--- src/rtl/vrot_pkg.sv ---
// Shared types for the vrot_pipe lane rotate/shift unit.
// VROT_ARITH_SHIFT_EN widens the op encoding to add SRA.
package vrot_pkg;

  localparam int VROT_NUM_LANES = 4;
  localparam int VROT_LANE_W    = 32;
  localparam int VROT_TAG_W     = 4;

`ifdef VROT_ARITH_SHIFT_EN
  typedef enum logic [2:0] {
    ROR = 3'd0,
    ROL = 3'd1,
    SRL = 3'd2,
    SLL = 3'd3,
    SRA = 3'd4
  } vrot_op_e;
`else
  typedef enum logic [1:0] {
    ROR = 2'd0,
    ROL = 2'd1,
    SRL = 2'd2,
    SLL = 2'd3
  } vrot_op_e;
`endif

  function automatic int vrot_amt_w(input int lane_w);
    return $clog2(lane_w);
  endfunction

  // One beat at the default geometry; amt keeps the full-width lane layout.
  typedef struct packed {
    logic [VROT_NUM_LANES*VROT_LANE_W-1:0] data;
    logic [VROT_NUM_LANES*VROT_LANE_W-1:0] amt;
    vrot_op_e                              op;
    logic [VROT_TAG_W-1:0]                 tag;
  } vrot_beat_t;

endpackage

--- src/rtl/vrot_if.sv ---
// Valid/ready beat interface of vrot_pipe: producer-side and consumer-side signals.
interface vrot_if
  import vrot_pkg::*;
#(
  parameter int NUM_LANES = 4,
  parameter int LANE_W    = 32,
  parameter int TAG_W     = 4
);

  logic                        in_valid;
  logic                        in_ready;
  logic [NUM_LANES*LANE_W-1:0] in_data;
  logic [NUM_LANES*LANE_W-1:0] in_amt;
  vrot_op_e                    in_op;
  logic [TAG_W-1:0]            in_tag;
  logic                        out_valid;
  logic                        out_ready;
  logic [NUM_LANES*LANE_W-1:0] out_data;
  logic [TAG_W-1:0]            out_tag;

  modport master (
    output in_valid, in_data, in_amt, in_op, in_tag, out_ready,
    input  in_ready, out_valid, out_data, out_tag
  );

  modport slave (
    input  in_valid, in_data, in_amt, in_op, in_tag, out_ready,
    output in_ready, out_valid, out_data, out_tag
  );

endinterface

--- src/rtl/vrot_stage.sv ---
// One log-shifter stage: moves every lane by SHIFT when its amount bit is set,
// and holds the beat with a valid bit under bubble-collapsing load control.
module vrot_stage
  import vrot_pkg::*;
#(
  parameter int SHIFT     = 1,
  parameter int NUM_LANES = 4,
  parameter int LANE_W    = 32,
  parameter int TAG_W     = 4,
  localparam int AMT_W    = vrot_amt_w(LANE_W)
) (
  input  logic                        clk,
  input  logic                        rst_n,
  input  logic                        in_valid,
  input  logic [NUM_LANES*LANE_W-1:0] in_data,
  input  logic [NUM_LANES*AMT_W-1:0]  in_amt,
  input  vrot_op_e                    in_op,
  input  logic [TAG_W-1:0]            in_tag,
  input  logic                        nxt_load,
  output logic                        load,
  output logic                        out_valid,
  output logic [NUM_LANES*LANE_W-1:0] out_data,
  output logic [NUM_LANES*AMT_W-1:0]  out_amt,
  output vrot_op_e                    out_op,
  output logic [TAG_W-1:0]            out_tag
);

  localparam int K = $clog2(SHIFT);

  logic                        valid_r;
  logic [NUM_LANES*LANE_W-1:0] data_r;
  logic [NUM_LANES*AMT_W-1:0]  amt_r;
  vrot_op_e                    op_r;
  logic [TAG_W-1:0]            tag_r;
  logic [NUM_LANES*LANE_W-1:0] moved_s;
  logic                        load_s;

  function automatic logic [LANE_W-1:0] lane_move(input logic [LANE_W-1:0] x, input vrot_op_e op);
    logic [LANE_W-1:0] r;
    case (op)
      ROR:     r = (x >> SHIFT) | (x << (LANE_W - SHIFT));
      ROL:     r = (x << SHIFT) | (x >> (LANE_W - SHIFT));
      SRL:     r = x >> SHIFT;
      SLL:     r = x << SHIFT;
`ifdef VROT_ARITH_SHIFT_EN
      SRA:     r = LANE_W'($signed(x) >>> SHIFT);
`endif
      default: r = x;
    endcase
    return r;
  endfunction

  // Per-lane conditional move selected by amount bit K of that lane.
  always_comb begin
    moved_s = in_data;
    for (int i = 0; i < NUM_LANES; i++) begin
      if (in_amt[i*AMT_W + K]) begin
        moved_s[i*LANE_W +: LANE_W] = lane_move(in_data[i*LANE_W +: LANE_W], in_op);
      end else begin
        moved_s[i*LANE_W +: LANE_W] = in_data[i*LANE_W +: LANE_W];
      end
    end
  end

  assign load_s = !valid_r || nxt_load;

  // Stage register; payload only updates on a real beat so an empty stage keeps its last data.
  always_ff @(posedge clk or negedge rst_n) begin
    if (!rst_n) begin
      valid_r <= 1'b0;
      data_r  <= '0;
      amt_r   <= '0;
      op_r    <= ROR;
      tag_r   <= '0;
    end else if (load_s) begin
      valid_r <= in_valid;
      if (in_valid) begin
        data_r <= moved_s;
        amt_r  <= in_amt;
        op_r   <= in_op;
        tag_r  <= in_tag;
      end
    end
  end

  assign load      = load_s;
  assign out_valid = valid_r;
  assign out_data  = data_r;
  assign out_amt   = amt_r;
  assign out_op    = op_r;
  assign out_tag   = tag_r;

endmodule

--- src/rtl/vrot_pipe.sv ---
// Pipelined per-lane rotate/shift unit: AMT_W chained vrot_stage instances.
// Build with VROT_ARITH_SHIFT_EN to add the SRA op.
module vrot_pipe
  import vrot_pkg::*;
#(
  parameter int NUM_LANES = 4,
  parameter int LANE_W    = 32,
  parameter int TAG_W     = 4,
  localparam int AMT_W    = vrot_amt_w(LANE_W)
) (
  input  logic  clk,
  input  logic  rst_n,
  vrot_if.slave bus
);

  localparam int DW = NUM_LANES * LANE_W;
  localparam int AW = NUM_LANES * AMT_W;

  logic [AW-1:0] amt_s;
  logic          unused_s;

  // Only the low AMT_W bits of each lane's amount field steer the shifter.
  always_comb begin
    amt_s = '0;
    for (int i = 0; i < NUM_LANES; i++) begin
      amt_s[i*AMT_W +: AMT_W] = bus.in_amt[i*LANE_W +: AMT_W];
    end
  end

  for (genvar k = 0; k < AMT_W; k++) begin : g_stg
    logic          v_in_s;
    logic [DW-1:0] d_in_s;
    logic [AW-1:0] a_in_s;
    vrot_op_e      o_in_s;
    logic [TAG_W-1:0] t_in_s;
    logic          nxt_load_s;
    logic          load_s;
    logic          v_out_s;
    logic [DW-1:0] d_out_s;
    logic [AW-1:0] a_out_s;
    vrot_op_e      o_out_s;
    logic [TAG_W-1:0] t_out_s;

    if (k == 0) begin : g_head
      assign v_in_s = bus.in_valid;
      assign d_in_s = bus.in_data;
      assign a_in_s = amt_s;
      assign o_in_s = bus.in_op;
      assign t_in_s = bus.in_tag;
    end else begin : g_body
      assign v_in_s = g_stg[k-1].v_out_s;
      assign d_in_s = g_stg[k-1].d_out_s;
      assign a_in_s = g_stg[k-1].a_out_s;
      assign o_in_s = g_stg[k-1].o_out_s;
      assign t_in_s = g_stg[k-1].t_out_s;
    end

    if (k == AMT_W - 1) begin : g_tail
      assign nxt_load_s = bus.out_ready;
    end else begin : g_link
      assign nxt_load_s = g_stg[k+1].load_s;
    end

    vrot_stage #(
      .SHIFT     (1 << k),
      .NUM_LANES (NUM_LANES),
      .LANE_W    (LANE_W),
      .TAG_W     (TAG_W)
    ) u_stage (
      .clk       (clk),
      .rst_n     (rst_n),
      .in_valid  (v_in_s),
      .in_data   (d_in_s),
      .in_amt    (a_in_s),
      .in_op     (o_in_s),
      .in_tag    (t_in_s),
      .nxt_load  (nxt_load_s),
      .load      (load_s),
      .out_valid (v_out_s),
      .out_data  (d_out_s),
      .out_amt   (a_out_s),
      .out_op    (o_out_s),
      .out_tag   (t_out_s)
    );
  end

  assign bus.in_ready  = g_stg[0].load_s;
  assign bus.out_valid = g_stg[AMT_W-1].v_out_s;
  assign bus.out_data  = g_stg[AMT_W-1].d_out_s;
  assign bus.out_tag   = g_stg[AMT_W-1].t_out_s;

  // Upper amount bits and the last stage's amount/op have no consumer.
  assign unused_s = ^{bus.in_amt, g_stg[AMT_W-1].a_out_s, g_stg[AMT_W-1].o_out_s};

endmodule

--- src/flat_wrapper.sv ---
// flat-port wrapper written by rule: the top's interface ports become plain ports
module vrot_pipe_flat import vrot_pkg::*;
#(
  parameter int NUM_LANES = 4,
  parameter int LANE_W    = 32,
  parameter int TAG_W     = 4,
  localparam int AMT_W    = vrot_amt_w(LANE_W)
)
  (clk, rst_n, bus_in_valid, bus_in_data, bus_in_amt, bus_in_op, bus_in_tag, bus_out_ready, bus_in_ready, bus_out_valid, bus_out_data, bus_out_tag);
  vrot_if #(.NUM_LANES(NUM_LANES), .LANE_W(LANE_W), .TAG_W(TAG_W)) bus_i ();
  input  logic clk;
  input  logic rst_n;
  input wire logic [$bits(bus_i.in_valid)-1:0] bus_in_valid;
  input wire logic [$bits(bus_i.in_data)-1:0] bus_in_data;
  input wire logic [$bits(bus_i.in_amt)-1:0] bus_in_amt;
  input wire logic [$bits(bus_i.in_op)-1:0] bus_in_op;
  input wire logic [$bits(bus_i.in_tag)-1:0] bus_in_tag;
  input wire logic [$bits(bus_i.out_ready)-1:0] bus_out_ready;
  output wire logic [$bits(bus_i.in_ready)-1:0] bus_in_ready;
  output wire logic [$bits(bus_i.out_valid)-1:0] bus_out_valid;
  output wire logic [$bits(bus_i.out_data)-1:0] bus_out_data;
  output wire logic [$bits(bus_i.out_tag)-1:0] bus_out_tag;
  assign bus_i.in_valid = bus_in_valid;
  assign bus_i.in_data = bus_in_data;
  assign bus_i.in_amt = bus_in_amt;
  assign bus_i.in_op = bus_in_op;
  assign bus_i.in_tag = bus_in_tag;
  assign bus_i.out_ready = bus_out_ready;
  assign bus_in_ready = bus_i.in_ready;
  assign bus_out_valid = bus_i.out_valid;
  assign bus_out_data = bus_i.out_data;
  assign bus_out_tag = bus_i.out_tag;
  vrot_pipe #(.NUM_LANES(NUM_LANES), .LANE_W(LANE_W), .TAG_W(TAG_W)) u_core (.clk(clk), .rst_n(rst_n), .bus(bus_i));
endmodule
--- config.mk ---
export PLATFORM = sky130hd
export DESIGN_NAME = vrot_pipe_flat
export DESIGN_NICKNAME = d
export VERILOG_FILES = /design/src/rtl/vrot_pkg.sv /design/src/rtl/vrot_if.sv /design/src/rtl/vrot_stage.sv /design/src/rtl/vrot_pipe.sv /design/src/flat_wrapper.sv
export SDC_FILE = /design/constraint.sdc
export NUM_CORES = 2
export LEC_CHECK = 0
export CAP_MARGIN = 25
export CORE_MARGIN = 8
export CORE_UTILIZATION = 58
export CTS_CLUSTER_DIAMETER = 60
export DETAILED_ROUTE_END_ITERATION = 8
export PLACE_DENSITY = 0.84
export SLEW_MARGIN = 10
export SYNTH_ARGS = -nofsm -noshare
export SYNTH_HDL_FRONTEND = slang
export SYNTH_SLANG_ARGS = --single-unit
--- constraint.sdc ---
create_clock -name clk -period 2.2 [get_ports clk]
set_input_delay 0.44 -clock clk [delete_from_list [all_inputs] [get_ports clk]]
set_output_delay 0.44 -clock clk [all_outputs]
set_load 0.01 [all_outputs]
# Yosys cells after proc, flatten, opt, wreduce, memory -nomap -nowiden
# Index checks and enable logic that the tools add are counted.
# op_classes
muxes	40
n_reduce_logical	21
n_bitwise	36
n_eq_ne	15
# op_table
operator	n
$pmux 32 s4	16
$mux 32	20
$pmux 32 s3	4
$or 24x32->32	4
$or 28x32->32	4
$or 30x32->32	4
$or 31x32->32	4
$or 32x1->32	4
$or 32x16->32	4
$or 32x2->32	4
$or 32x4->32	4
$or 32x8->32	4
$eq 2x2->1 const B	10
$eq 2x1->1 const B	5
$logic_not 2->1	5
$reduce_and 2->1	5
$logic_not 1->1	5
$logic_or 1x1->1	5
$reduce_or 2->1	1
# word_totals
input_bits	266
word_cells	135
ff_bits	753

# Longest topological paths before layout
# depth
ltp_word	7
depth_mapped	7

# By module
# Synthesis repeated with hierarchy kept, for this count alone.
# hier_totals
cells_unflattened	3799
area_unflattened_um2	41770.1
# modules_own_cells
module	n_inst	area_each_um2	cells_each
vrot_stage (u_core.g_stg[1].u_stage)	1	8625.8	766
vrot_stage (u_core.g_stg[2].u_stage)	1	8579.5	772
vrot_stage (u_core.g_stg[3].u_stage)	1	8479.4	719
vrot_stage (u_core.g_stg[0].u_stage)	1	8440.6	762
vrot_stage (u_core.g_stg[4].u_stage)	1	7644.8	780

# Worst setup path after synthesis
# OpenSTA, ideal clock, no wires.
# synth_timing
kind	register -> register
startpoint	reg u_core.g_stg[3].u_stage.valid_r
endpoint	reg u_core.g_stg[1].u_stage.data_r[100]
arrival_ns	1.585
setup_ns	0.125
n_path_buf	3
synth_period_minus_slack_ns	1.710
path_slack_ns	0.490
stages_incl_launch_ff	7
cell_sequence	dfrtp_1 -> buf_2 -> and4b_1 -> a21boi_1 -> buf_2 -> buf_4 -> mux2_2
# synth_between
elab_chain_cells	5
# synth_lines
element	line	rtl
start: declaration	vrot_stage.sv:30	logic valid_r;
start signal: assignment	vrot_stage.sv:76	valid_r <= in_valid;
$logic_not 1->1	vrot_stage.sv:65	assign load_s = !valid_r || nxt_load;
$logic_or 1x1->1 (3 in series)	vrot_stage.sv:65	
$reduce_and 2->1 (no source line)	n/a	
end signal: assignment	vrot_stage.sv:78	data_r <= moved_s;
end: declaration	vrot_stage.sv:31	logic [NUM_LANES*LANE_W-1:0] data_r;
# Every way passes these cells.
# A chain may end at the register's enable or synchronous reset.

# Worst setup path in the final report
# layout_timing
startpoint	reg u_core.g_stg[4].u_stage.valid_r
endpoint	out bus_out_valid
# layout_lines
element	line	rtl
start: declaration	vrot_stage.sv:30	
start signal: assignment	vrot_stage.sv:76	
end: declaration	flat_wrapper.sv:20	output wire logic [$bits(bus_i.out_valid)-1:0] bus_out_valid;
# No word-level cell between the ends.

==> summary.txt <==
Final Skew - 0.0222 ns
Req. time, crit path - 1.76 ns
Synth Cell Area - 0.0381 sq mm
Total GRT Usage - 0.265
CTS Buf Count - 71
Die Ht - 272 microns
Vias/cell - 6.28
final instance area - 0.0448 sq mm
drt drc - 0
Longest Clk Path Bufs - 3
fin crit period - 2.14 ns
Hold Path Class - input pin to flop
Die ar. - 0.0742 sq mm
timing startpoint of the critical path - u_core.g_stg[4].u_stage.out_valid
setup slack on the worst flop-to-flop path - 0.16 ns
Worst Path Buf+Inv - 2
ys async rst share - 1.00
average size of a mapped cell - 10.5 sq um
antenna violations before repair - 1
gr ovfl total - 0
first drt pass iteration count - 6
critical-path cell list - buf_4, clkdlybuf4s50_1
Final setup viols - 0
Root Buffer - clkbuf_16
Max-Slew Margin vs Limit - 0.430
Hold Fails Final Rpt - 0
Setup CP Type - flop to output pin
Netlist cell types - 28
NumNets Final - 4100
Final period util - 0.971
pwr dens - 1340 mW/mm^2
clock sink count - 713
count leader, synth - dfrtp_1
starting DRC count in detailed routing - 2966
ranking of synthesized cells by area - dfrtp_1 (47%), mux2_2 (11%), mux2i_1 (10%)
Peak VDD IR - 0.599 mV
first-pass GRT wire length - 161000 microns
I/O Buffers - 291
DP Area - 0.0425 sq mm
Critical R2R Launch - u_core.g_stg[3].u_stage.out_valid
CP Capture Type - output pin
yosys warns - 0
Max Fclk - 468 MHz
hold_sp - bus_in_amt[96]
fin worst setup slack - 0.0637 ns
Worst Path Arrival - 1.70 ns
clock input transition at the sequential cells of the worst setup and hold paths - 0.06 ns
largest area contributor in the synthesized netlist - dfrtp_1
outcome - finished clean
CTS H-tree depth - 3
WL/cell - 21.3 microns
Clock Latency Late Sink - 0.61 ns
largest net degree at the start of global routing - 102
fill count - 4693
Min Hold Slack - 0.293 ns
final slew viol count - 0
share of Yosys cell area claimed by the top area cell type - 0.468
ANT nets after route - 0
Worst Tran Pin Value - 0.855 ns
share of layout cells above drive strength 1 - 0.179
HPWL after DPL - 72200 microns
Initial Util - 0.583
Layout area overhead - 17.6%
# diodes - 0
io pins - 400
slowest CP cell - clkdlybuf4s50_1
slowest stage delay, CP - 0.56 ns
Mapped Nets - 3908
leakage power - 18.4 nW
vias in the first global route - 28400
CTS tree - built
Startpoint Class - flop
post-synthesis cell count - 3642
Synth Register Bits - 713
Max FO, Critical Path - 4
dpl ws - -0.474 ns
Final Power - 60.2 mW
GPL Wtd Cong - 0.880
Top delay family on crit path - buffers and inverters
CORE AREA - 0.0654 sq mm
RSZ-0062 raised after global routing - no
vias - 29800
sequential share of the synthesized area - 0.468
number of flops mapped to enable cells by yosys - 0
Detailed Route WL - 101000 microns
Commonest cells post-synth - dfrtp_1 (713), a21oi_1 (712), nor2_1 (418), mux2i_1 (393), mux2_2 (383)
row count - 94
max-cap violations - 0
Die Wd - 272 microns
Post-synth top flop - dfrtp_1
-- power by group --
part	switching, mW	total [mW]	internal [mW]
logic	12.2	23.9	11.7
clock network	5.02	12.1	7.09
registers	5.79	24.2	18.4
total	23.0	60.2	37.2
-- cell type report --
cell class | count | area, sq um | share of cell area
clock inverter | 21 | 215 | 0.00480
sequential | 713 | 17900 | 0.398
tap | 864 | 1080 | 0.0241
clock buffer | 103 | 2100 | 0.0468
timing repair buffer | 457 | 4720 | 0.105
multi-input combinational | 2581 | 18800 | 0.420
inverter | 10 | 37.5 | 0.000837
-- worst min-delay path: stages --
cell and delay [ns]:
buf_2 0.14, a21oi_1 0.13, mux2_1 0.14
-- layer usage --
| layer | part of all wire | up-vias | global-route usage |
|---|---|---|---|
| met1 | 0.46 | 14700 | 0.398 |
| li1 | - | 13800 | - |
| met5 | 0.00025 | - | 0 |
| met3 | 0.074 | 158 | 0.0421 |
| met4 | 0.026 | 2 | 0.0809 |
| met2 | 0.44 | 1215 | 0.393 |
-- per-stage QoR --
step / TNS (ns) / instances / utilization
floorplan: 0 / 3642 / -
CTS: 0 / 4749 / 0.685
global route: 0 / 4749 / 0.685
detailed placement: -56.54 / 4623 / 0.650
global placement: -58.19 / 4622 / 0.649
finish: 0 / 4749 / 0.685
-- final timing paths --
check | endpoint | depth (start not counted)
worst max-delay path | bus_out_valid | 2
worst min-delay path | u_core.g_stg[0].u_stage.out_data[104] | 3
worst max register to register | u_core.g_stg[3].u_stage.out_data[4] | 6
worst min register to register | u_core.g_stg[2].u_stage.out_amt[9] | 1
max in group asynchronous | u_core.g_stg[0].u_stage.out_op[0] | 3
min in group asynchronous | u_core.g_stg[0].u_stage.out_data[47] | 2
-- sequential cells by signal (all words and copies together) (netlist names) --
name,count
u_core.g_stg.u_stage.out_amt,40
u_core.g_stg.u_stage.out_data,640
u_core.g_stg.u_stage.out_op,8
u_core.g_stg.u_stage.out_tag,20
u_core.g_stg.u_stage.out_valid,5
-- cells in the final DEF, fill, tap and decap left out, drive strengths merged --
cell             n
nor2b          130
o21ai            1
a21oi          712
nand2           15
a21o             1
bufinv           4
nand3            1
a221oi          96
nand4b           1
a21boi           5
buf            172
dfrtp          713
mux2           483
nor2           418
o211ai          96
nand2b          18
clkbuf         103
o2bb2ai         96
and4b            1
inv             11
nand3b          13
clkinvlp         1
or3b            12
dlygate4sd2      1
mux2i          393
dlygate4sd3      1
clkdlybuf4s50  283
and2             1
a31oi           88
clkinv          15
-- logic make-up after synthesis --
family | count (synthesis) | share of synthesized area
and+or+nand+nor | 610 | 0.0734
muxes | 876 | 0.246
AOI/OAI and AO/OA | 1095 | 0.172
buffers and inverters | 348 | 0.0402
DFF | 713 | 0.468
-- repair_timing --
| action | CTS | global route |
|---|---|---|
| hold buffers | 1 | 0 |
| hold endpoints to repair | 17 | 0 |
| setup endpoints to repair | 1 | 34 |
| resized for setup | 8 | 1 |
| setup buffers | 1 | 0 |
| pin swaps | 1 | 0 |
Note: power is estimated with default switching activity, not from simulation.
